==> config.mk <==
export PLATFORM = sky130hd
export DESIGN_NAME = register_file_8x8
export DESIGN_NICKNAME = d
export VERILOG_FILES = /design/src/rtl/register_file_8x8.sv
export SDC_FILE = /design/constraint.sdc
export NUM_CORES = 1
export LEC_CHECK = 0
export CORE_UTILIZATION = 50
export DETAILED_ROUTE_END_ITERATION = 8
export PLACE_DENSITY = 0.77
export SYNTH_ARGS = -nofsm -noshare
export SYNTH_HDL_FRONTEND = slang
export SYNTH_HIERARCHICAL = 1
export SYNTH_SLANG_ARGS = --single-unit
==> constraint.sdc <==
create_clock -name clk -period 1.7 [get_ports clk]
set_input_delay 0.34 -clock clk [delete_from_list [all_inputs] [get_ports clk]]
set_output_delay 0.34 -clock clk [all_outputs]
set_load 0.05 [all_outputs]
==> src/rtl/register_file_8x8.sv <==
// Eight-entry, 8-bit register file: one synchronous write port and two
// combinational read ports, each read port built from an 8:1 byte mux.

module eight_bit_8_1_mux (
    input  logic [7:0] i_a,
    input  logic [7:0] i_b,
    input  logic [7:0] i_c,
    input  logic [7:0] i_d,
    input  logic [7:0] i_e,
    input  logic [7:0] i_f,
    input  logic [7:0] i_g,
    input  logic [7:0] i_h,
    input  logic       i_s0,
    input  logic       i_s1,
    input  logic       i_s2,
    output logic [7:0] o_y
);

    logic [7:0] w_low;
    logic [7:0] w_high;

    // First level: two 4:1 muxes on {s1,s0}; second level: 2:1 on s2.
    // NOTE: every branch of a case in always_comb assigns the output (with a
    // default first), otherwise synthesis infers a latch.
    always_comb begin
        w_low = i_a;
        unique case ({i_s1, i_s0})
            2'b00:   w_low = i_a;
            2'b01:   w_low = i_b;
            2'b10:   w_low = i_c;
            default: w_low = i_d;
        endcase
    end

    always_comb begin
        w_high = i_e;
        unique case ({i_s1, i_s0})
            2'b00:   w_high = i_e;
            2'b01:   w_high = i_f;
            2'b10:   w_high = i_g;
            default: w_high = i_h;
        endcase
    end

    assign o_y = i_s2 ? w_high : w_low;

endmodule

module register_file_8x8 #(
    parameter logic [7:0] RESET_VALUE = 8'h00,
    parameter bit         ZERO_REG    = 1'b0
) (
    input  logic       clk,
    input  logic       rst,
    input  logic       we,
    input  logic [2:0] waddr,
    input  logic [7:0] wdata,
    input  logic [2:0] raddr_a,
    input  logic [2:0] raddr_b,
    output logic [7:0] rdata_a,
    output logic [7:0] rdata_b
);

    logic [7:0] r_regs [8];
    logic [7:0] w_load_en;

    // One-hot (or all-zero) load enables; reg0 never loads when hardwired.
    always_comb begin
        w_load_en = 8'h00;
        if (we) begin
            w_load_en = 8'h01 << waddr;
        end
        if (ZERO_REG) begin
            w_load_en[0] = 1'b0;
        end
    end

    // NOTE: state is updated with non-blocking assignments so every register
    // samples pre-edge values; blocking here would create ordering races.
    always_ff @(posedge clk) begin
        if (rst) begin
            for (int i = 0; i < 8; i++) begin
                r_regs[i] <= (ZERO_REG && i == 0) ? 8'h00 : RESET_VALUE;
            end
        end else begin
            for (int i = 0; i < 8; i++) begin
                if (w_load_en[i]) begin
                    r_regs[i] <= wdata;
                end
            end
        end
    end

    eight_bit_8_1_mux u_mux_a (
        .i_a  (r_regs[0]),
        .i_b  (r_regs[1]),
        .i_c  (r_regs[2]),
        .i_d  (r_regs[3]),
        .i_e  (r_regs[4]),
        .i_f  (r_regs[5]),
        .i_g  (r_regs[6]),
        .i_h  (r_regs[7]),
        .i_s0 (raddr_a[0]),
        .i_s1 (raddr_a[1]),
        .i_s2 (raddr_a[2]),
        .o_y  (rdata_a)
    );

    eight_bit_8_1_mux u_mux_b (
        .i_a  (r_regs[0]),
        .i_b  (r_regs[1]),
        .i_c  (r_regs[2]),
        .i_d  (r_regs[3]),
        .i_e  (r_regs[4]),
        .i_f  (r_regs[5]),
        .i_g  (r_regs[6]),
        .i_h  (r_regs[7]),
        .i_s0 (raddr_b[0]),
        .i_s1 (raddr_b[1]),
        .i_s2 (raddr_b[2]),
        .o_y  (rdata_b)
    );

endmodule

==> results by group <==
Floorplanning
  – Die width: 86.01 µm
  – Num rows: 30
  – Die area: 7397 µm²
  – Die Span Y: 86.01 µm
  – Core ar.: 6794 µm²
  – Ports: 36
  – Starting Density: 51.93%

Logic synthesis
  – Synth warn: 6
  – Post-synth cell types: 19
  – Synth Cell Area: 3528 µm²
  – Avg Inst Size Synth: 16.64 µm²
  – Post-Syn Nets: 232
  – Yosys reg bits: 64
  – Seq/Total Area, Yosys: 54.47%
  – Cells after Synth: 212

Clocking
  – Post-CTS Hold Fix Bufs: 0
  – TritonCTS clock tree: built
  – Clk slew on worst S/H paths: 0.06 ns
  – CTS Buf Count: 9
  – Clock Root Buffer: clkbuf_8
  – H-tree level count: 3
  – Clk sinks: 64
  – CTS max path bufs: 2

Final layout
  – Largest reg by FF count: r_regs
  – Antenna cell count: 0
  – Final nets: 311
  – Fillers: 476
  – Area Overhead vs Synth: 28.94%
  – Flip-flop count of the largest register after layout: 64
  – Area of the multi-input gates: 1386 µm²
  – Final Instance Area: 4549 µm²
  – Seq. cell area: 1922 µm²
  – Regs by FF count: r_regs: 64 flops
  – Share of cells above drive strength 1: 46.78%

Placement
  – DPL Wire Length: 5914 µm
  – Number of port buffers: 35
  – Gpl congestion: 0.7976
  – Setup WS pre-CTS: -0.7356 ns
  – Dpl cell area: 4282 µm²

Critical path
  – Worst EP required: 1.36 ns
  – Crit-path slowest cell: mux4_2
  – Critical Path Sink Type: output port
  – Critical setup path kind: reg -> out
  – Arrival @ worst endpoint: 1.68 ns
  – Critical Path Max Stage Delay: 0.49 ns
  – Critical-path cell list: mux4_2 > mux2_4 > buf_6
  – CP bufs+invs: 1
  – Worst-path fanout max: 2
  – CP startpoint kind: flop
  – Family with the most delay on the worst path: multiplexers

Drt
  – Routed vias/inst: 5.841
  – First-pass DRT Iterations: 4
  – Initial drt markers: 222
  – WL final: 8878 µm
  – Via count: 2,284
  – Wire length per cell: 22.71 µm
  – Final ANT Viol Nets: 0
  – Drt drc: 0

Timing
  – Final setup fails: 16
  – Fin. Hold Viols: 0
  – Final Critical Period: 2.023 ns
  – Pin slew with the least headroom to its limit: 0.3391 ns
  – Unrepaired setup endpoints after global routing: yes
  – Fmax: 0.4944 GHz
  – Final period util: 119.0%
  – Final Max Slew Viols: 0
  – PnR worst setup slack: -0.3228 ns
  – Slew Limit Headroom: 77.39%

Global routing
  – First-pass GRT wire length: 13,770 µm
  – Largest net degree at the start of global routing: 21
  – Global route overflow: 0
  – Antenna violations before repair: 0
  – GRT Util Overall: 26.89%
  – Number of global-route vias before repair: 2,454

Flow run
  – Maxcap violations: 0

Worst hold path
  – Hold Path Class: in -> reg

Power
  – Power Dens Cells: 869.8 nW/µm²
  – P_leak: 1.707 nW
  – Maximum vdd drop: 0.5418 mV

Run status
  – Outcome: complete, but fails checks
  – Violated checks: setup timing
==> metal layers <==
layer  track usage (%)  vias up  part of all wire, %
li1                  -      989                    -
met1             32.41     1179                   38
met2             46.75       98                   53
met3             6.833       18                  5.9
met4             9.848        0                  2.3
met5                 0        -                    0
==> through the flow <==
stage	TNS [ns]	hold slack, ns	util, %	power [W]	std cells
after CTS	-4.860	0.7875	66.96	0.003971	391
after global placement	-13.16	1.127	63.02	0.002817	365
after global routing	-5.522	0.7887	66.96	0.004089	391
after floorplan	-0.2151	0.5840	-	0.002520	212
final	-4.748	0.7968	66.96	0.003957	391
after detailed placement	-14.44	1.140	63.02	0.002850	365
==> cell type report <==
type	count	share of cell area [%]
multi-input cells	124	30.47
flip-flops and latches	64	42.24
clock buffers	9	2.723
inverters	7	0.5776
clock inverters	6	0.6051
repair buffers	85	20.74
well taps	96	2.640
==> placed cells by master (no fill, tap or decap) <==
| cell type | Yosys | routed |
|---|---|---|
| buf_12 | 0 | 11 |
| clkinv_1 | 0 | 4 |
| inv_2 | 4 | 4 |
| edfxtp_1 | 64 | 64 |
| a41o_1 | 2 | 2 |
| nand2b_1 | 14 | 14 |
| buf_16 | 0 | 4 |
| nor2_1 | 38 | 38 |
| clkdlybuf4s50_1 | 0 | 15 |
| nand4bb_1 | 5 | 5 |
| nor2b_1 | 2 | 2 |
| nor2_2 | 6 | 6 |
| mux2_4 | 0 | 16 |
| mux4_2 | 0 | 31 |
| or4b_1 | 1 | 1 |
| buf_6 | 6 | 16 |
| clkinv_2 | 0 | 1 |
| nor3_1 | 4 | 4 |
| clkinvlp_4 | 0 | 1 |
| inv_1 | 3 | 3 |
| nand4b_1 | 4 | 4 |
| buf_2 | 5 | 4 |
| mux4_1 | 32 | 1 |
| clkbuf_8 | 0 | 9 |
| buf_4 | 0 | 35 |
==> synth_stat cells, drive strengths merged <==
cell	n	area share (%)
nor2b	2	0.35
inv	7	0.74
buf	15	3.7
mux2	16	5.1
nand4b	4	0.99
nand2b	14	2.5
nand4bb	5	1.6
mux4	32	24
nor3	4	0.57
clkbuf	2	0.21
edfxtp	64	54
nor2	44	5.1
a41o	2	0.57
or4b	1	0.28
==> path summary, 6_finish.rpt <==
path	start	endpoint	depth (start not counted)
min	wdata[5]	r_regs[1][29]$_DFFE_PP_	2
max	r_regs[0][7]$_SDFFCE_PN0P_	rdata_a[7]	3
==> power breakdown <==
group	leakage [nW]	internal (W)	switching, W	total, W
logic	1.01	0.000513	0.000497	0.00101
registers	0.620	0.00186	0.0000635	0.00192
clock network	0.0750	0.000497	0.000528	0.00102
==> cell families after synthesis <==
family	after synthesis	synth area share, %
DFF	64	54.47
AOI/OAI and AO/OA	2	0.5674
buffers and inverters	24	4.645
and+or+nand+nor	74	11.38
muxes	48	28.94
==> what timing repair did <==
| action | 4_1_cts | 5_1_grt |
|---|---|---|
| setup buffers | 7 | 0 |
| gates cloned | 4 | 0 |
| gates resized for setup | 61 | 0 |
| endpoints found under the setup margin | 16 | 16 |
No activity file was read; power rests on OpenSTA's default activity.
